### src/rtl/inst_mem_fetch.sv
// Writable instruction memory with a registered read stage and an in-order
// response buffer behind a valid/ready fetch interface.
module inst_mem_fetch #(
    parameter int                DATA_W    = 32,
    parameter int                ADDR_W    = 32,
    parameter int                DEPTH     = 64,
    parameter int                OUT_DEPTH = 2,
    parameter logic [DATA_W-1:0] NOP_WORD  = 32'hE3000000
) (
    input  logic              clk,
    input  logic              rst_n,
    input  logic              wr_en,
    input  logic [ADDR_W-1:0] wr_addr,
    input  logic [DATA_W-1:0] wr_data,
    input  logic              flush,
    input  logic              req_valid,
    output logic              req_ready,
    input  logic [ADDR_W-1:0] req_addr,
    output logic              resp_valid,
    input  logic              resp_ready,
    output logic [DATA_W-1:0] resp_instr,
    output logic [ADDR_W-1:0] resp_addr,
    output logic              resp_err
);
    localparam int                IDX_W = $clog2(DEPTH);
    localparam int                PTR_W = $clog2(OUT_DEPTH);
    localparam int                CNT_W = $clog2(OUT_DEPTH + 1);
    localparam logic [ADDR_W-1:0] LIMIT = ADDR_W'(DEPTH * 4);

    function automatic logic addr_legal(input logic [ADDR_W-1:0] a);
        return (a[1:0] == 2'b00) && (a < LIMIT);
    endfunction

    function automatic logic [PTR_W-1:0] ptr_inc(input logic [PTR_W-1:0] p);
        if (p == PTR_W'(OUT_DEPTH - 1))
            return '0;
        return p + PTR_W'(1);
    endfunction

    // Words are stored XOR NOP_WORD so that zero-initialised storage reads back
    // as NOP_WORD without any reset or fill sequence.
    logic [DATA_W-1:0] r_mem [DEPTH];

    logic              r_vld_p1;
    logic [ADDR_W-1:0] r_addr_p1;
    logic              r_err_p1;
    logic [DATA_W-1:0] r_data_p1;

    logic [DATA_W-1:0] r_buf_instr [OUT_DEPTH];
    logic [ADDR_W-1:0] r_buf_addr  [OUT_DEPTH];
    logic              r_buf_err   [OUT_DEPTH];
    logic [PTR_W-1:0]  r_rd_ptr;
    logic [PTR_W-1:0]  r_wr_ptr;
    logic [CNT_W-1:0]  r_count;

    logic              w_wr_ok;
    logic              w_req_ok;
    logic [IDX_W-1:0]  w_wr_idx;
    logic [IDX_W-1:0]  w_req_idx;
    logic [CNT_W:0]    w_occ;
    logic              w_head_buf;
    logic              w_pop;
    logic              w_pop_buf;
    logic              w_accept;
    logic              w_p1_to_buf;
    logic [DATA_W-1:0] w_p1_instr;
    logic [CNT_W-1:0]  w_count_nxt;

    assign w_wr_ok   = addr_legal(wr_addr);
    assign w_req_ok  = addr_legal(req_addr);
    assign w_wr_idx  = wr_addr[2 +: IDX_W];
    assign w_req_idx = req_addr[2 +: IDX_W];

    assign w_occ      = {1'b0, r_count} + (CNT_W + 1)'(r_vld_p1);
    assign w_head_buf = (r_count != '0);
    assign resp_valid = w_head_buf || r_vld_p1;
    assign w_pop      = resp_valid && resp_ready;
    assign req_ready  = !flush && ((w_occ < (CNT_W + 1)'(OUT_DEPTH)) || w_pop);
    assign w_accept   = req_valid && req_ready;

    // An in-flight word popped straight from stage p1 never enters the buffer.
    assign w_pop_buf   = w_pop && w_head_buf;
    assign w_p1_to_buf = r_vld_p1 && !(w_pop && !w_head_buf);
    assign w_p1_instr  = r_err_p1 ? NOP_WORD : r_data_p1;
    assign w_count_nxt = r_count + CNT_W'(w_p1_to_buf) - CNT_W'(w_pop_buf);

    always_ff @(posedge clk) begin
        if (wr_en && w_wr_ok)
            r_mem[w_wr_idx] <= wr_data ^ NOP_WORD;
    end

    // ---- stage p1: array read result and buffer bookkeeping ----
    always_ff @(posedge clk or negedge rst_n) begin
        if (!rst_n) begin
            r_vld_p1 <= 1'b0;
            r_count  <= '0;
            r_rd_ptr <= '0;
            r_wr_ptr <= '0;
        end else if (flush) begin
            r_vld_p1 <= 1'b0;
            r_count  <= '0;
            r_rd_ptr <= '0;
            r_wr_ptr <= '0;
        end else begin
            r_vld_p1 <= w_accept;
            r_count  <= w_count_nxt;
            if (w_p1_to_buf)
                r_wr_ptr <= ptr_inc(r_wr_ptr);
            if (w_pop_buf)
                r_rd_ptr <= ptr_inc(r_rd_ptr);
        end
    end

    always_ff @(posedge clk) begin
        if (w_accept) begin
            r_addr_p1 <= req_addr;
            r_err_p1  <= !w_req_ok;
            r_data_p1 <= r_mem[w_req_idx] ^ NOP_WORD;
        end
        if (w_p1_to_buf) begin
            r_buf_instr[r_wr_ptr] <= w_p1_instr;
            r_buf_addr[r_wr_ptr]  <= r_addr_p1;
            r_buf_err[r_wr_ptr]   <= r_err_p1;
        end
    end

    // ---- output head: oldest buffered entry, else the in-flight word ----
    always_comb begin
        resp_instr = '0;
        resp_addr  = '0;
        resp_err   = 1'b0;
        if (w_head_buf) begin
            resp_instr = r_buf_instr[r_rd_ptr];
            resp_addr  = r_buf_addr[r_rd_ptr];
            resp_err   = r_buf_err[r_rd_ptr];
        end else if (r_vld_p1) begin
            resp_instr = w_p1_instr;
            resp_addr  = r_addr_p1;
            resp_err   = r_err_p1;
        end
    end

endmodule

### config.mk
export PLATFORM = sky130hd
export DESIGN_NAME = inst_mem_fetch
export DESIGN_NICKNAME = d
export VERILOG_FILES = /design/src/rtl/inst_mem_fetch.sv
export SDC_FILE = /design/constraint.sdc
export NUM_CORES = 2
export LEC_CHECK = 0
export ABC_AREA = 1
export CORE_ASPECT_RATIO = 1.25
export CORE_MARGIN = 3
export CORE_UTILIZATION = 56
export DETAILED_ROUTE_END_ITERATION = 12
export PLACE_DENSITY = 0.77
export SYNTH_ARGS = -nofsm -noshare
export SYNTH_HDL_FRONTEND = slang
export SYNTH_SLANG_ARGS = --single-unit
### constraint.sdc
create_clock -name clk -period 4.09 [get_ports clk]
set_input_delay 0.818 -clock clk [delete_from_list [all_inputs] [get_ports clk]]
set_output_delay 0.818 -clock clk [all_outputs]
set_load 0.02 [all_outputs]
==> reports/summary.txt <==
Most common cell after layout, fill and taps aside = nand2_1
Io pins = 169
ANT nets after route = 0
Crit path kind = reg2out
Most common cell on crit path = o21ai_0
Grt ovf = 0
Max-slew headroom = 8.171%
Final GP Congestion = 0.9485
Peak supply drop = 0.4311 mV
Hold-fix buffers, CTS = 0
DR iter-0 viols = 9014
Slowest cell delay on critical path = 0.69 ns
Fin Clk Skew = 0.02297 ns
Placed instance area = 94820 sq um
Area Growth Syn to Fin = 12.50%
Wire per inst = 25.36 um
Compound-Gate Fraction of Synth Area = 0.7834%
Worst Tran Pin Value = 1.376 ns
Share of layout cells above drive strength 1 = 7.921%
Initial Util = 56.64%
Data arrival time of the worst path = 3.15 ns
Status = finished, final reports clean
Non-filler cells in the finished layout = 9644
Crit. End Element = output port
Synth Area per Inst = 12.27 sq um
Synth area leaders = edfxtp_1 (75%), nand3_1 (11%), nand2_1 (9.5%)
DRC = 0
Synth Instances = 7315
Largest net degree at the start of global routing = 133
Power share of the clock group = 36.9%
Max-cap violation count = 0
Mux contribution to synthesized area = 0%
Initial DRT Pass Iterations = 6
Worst Hold Class = in2async
Post-Route Utilization = 63.72%
Dpl hpwl = 139700 um
Comb pwr share = 10.8%
Slew Viols, Final = 0
RSZ-0062 raised after global routing = false
Most frequent cells in the layout = nand2_1 (2264), edfxtp_1 (2243), nand3_1 (1957)
Clk Latency, worst-skew pair = 0.82 ns
Fin Hold WS = 0.2334 ns
Number of port buffers = 168
Adder-Cell Fraction of Synth Area = 0.02788%
Placed insts = 9296
YS warnings = 0
Max Root-Sink Buffers = 3
Simple-gate area share of the yosys netlist = 21.15%
NetSw = 11.69 mW
Via density = 6.231
Cell variety after synth = 27
Post-Synth XOR/XNOR Area = 0.01952%
Share of power burned in registers = 52.3%
Post-Syn Nets = 7419
Num rows = 163
Setup WS post-layout = 0.1237 ns
Dpl ws = 0.4690 ns
Vias in the first global route = 57886
Synthesized area = 89760 sq um
Synth Register Bits = 2248
Die Height = 453.6 um
Die footprint = 165200 sq um
Critical-path maximum fanout = 55
Final Hold Fails = 0
Clock slew at reported path FFs = 0.07 ns
CTS Sinks = 2248
Pint = 37.21 mW
Final critical-path required period = 3.966 ns
Pwr Total = 48.90 mW
Width of the die = 364.1 um
Sw Ratio = 23.90%
Max frequency = 252.1 MHz
Final setup vio count = 0
Core area = 158500 sq um
Period utilization = 96.98%
Initial antenna violation count = 13
Sequential fraction of the synthesis area = 75.18%
Total CTS buffers = 193
Worst setup SP type = flip-flop
Synth top area share = 75.04%
Cell Pwr Density = 484.2 nW/um^2
Postcts setup bufs = 0
Gr usage total = 29.31%
CTS tree = built
WL final = 244500 um
Vias = 60096
Leakage Power = 35.24 nW
Net count, final = 7533
Critical-path cell list = nor2_2 > inv_1 > buf_12 > o21ai_0 > o21ai_0 > clkdlybuf4s50_1
CTS Root Cell = clkbuf_16
Critical path's slowest cell = clkdlybuf4s50_1
Htree depth = 4
First-pass GRT wire length = 359800 um
Finished layout cell area = 101000 sq um
Final setup TNS = 0 ns
Largest family of logic cells by synthesized area = simple AND/OR/NAND/NOR gates
Cell taking the most area after synthesis = edfxtp_1
Req. time, crit path = 3.27 ns
## state kept, by name, indices dropped and copies added (netlist names), 2 cells and up
register     cells
r_addr_p1       32
r_buf_addr      64
r_buf_err        2
r_data_p1       32
r_count          2
r_buf_instr     64
r_mem         2048
## cells by family (layout without fill, tap and decap cells)
family                     Yosys count  in the layout
xor gates and xnor gates             2              2
AOI/OAI and AO/OA                  132            132
DFF                               2248           2248
and+or+nand+nor                   4393           4393
other                                0              7
adders and majority gates            2              2
buffers and inverters              538            798
## metal layers
layer / wire [um] / track usage, % / up-vias
met3: 26940 / 5.295 / 653
li1: - / - / 26314
met1: 85770 / 38.25 / 29044
met5: 21 / 0 / -
met2: 117400 / 47.02 / 4081
met4: 14400 / 16.12 / 4
## synth_stat cells, drive strengths merged
library cell,number
a21oi,1
a31oi,1
and2,2
buf,368
clkbuf,111
dfrtp,5
edfxtp,2243
ha,2
inv,59
nand2,2264
nand3,1957
nand3b,1
nand4,2
nor2,152
nor3,3
nor3b,1
nor4,10
o21ai,97
o22ai,33
or2,1
xnor2,1
xor2,1
## power by group through the flow
| stage | registers, mW | logic (mW) | clock network, mW |
|---|---|---|---|
| after global routing | 25.6 | 5.58 | 19.0 |
| after CTS | 25.6 | 5.18 | 18.1 |
| after detailed placement | 26.1 | 5.15 | 0 |
| after floorplan | 26.0 | 2.68 | 0 |
| after global placement | 26.1 | 5.05 | 0 |
| final | 25.6 | 5.27 | 18.0 |
## final cells by class
class | instances | area [sq um]
diodes | 7 | 17.52
clock buffers | 236 | 5161
clock inverters | 105 | 973.4
fillers | 10915 | 57490
inverters | 59 | 262.8
multi-input cells | 4529 | 20230
flip-flops and latches | 2248 | 67480
well taps | 2062 | 2580
repair buffers | 398 | 4272
## worst paths after layout
check / startpoint / to / slack, ns / cells past startpoint
min: rst_n / r_count[0] / 0.23 / 1
min reg2reg: r_addr_p1[10] / r_buf_addr[0][10] / 0.48 / 0
max reg2reg: r_vld_p1 / r_buf_instr[1][29] / 1.83 / 6
max: r_count[1] / resp_addr[10] / 0.12 / 6
min in group clk: r_addr_p1[10] / r_buf_addr[0][10] / 0.48 / 0
max in group asynchronous: rst_n / r_rd_ptr / 3.62 / 1
## worst max-delay path, delay by kind of cell, from the launching register on
kind            cells  cell delay (ns)
buf+inv             3             1.31
compound gates      2             0.51
flops               1             0.40
simple gates        1             0.06
## what timing repair did
item | in CTS | in global routing
endpoints found under the setup margin | 1 | 4
gates resized for setup | 1 | 3
cloned | 0 | 0
(Power assumes the default switching activity.)
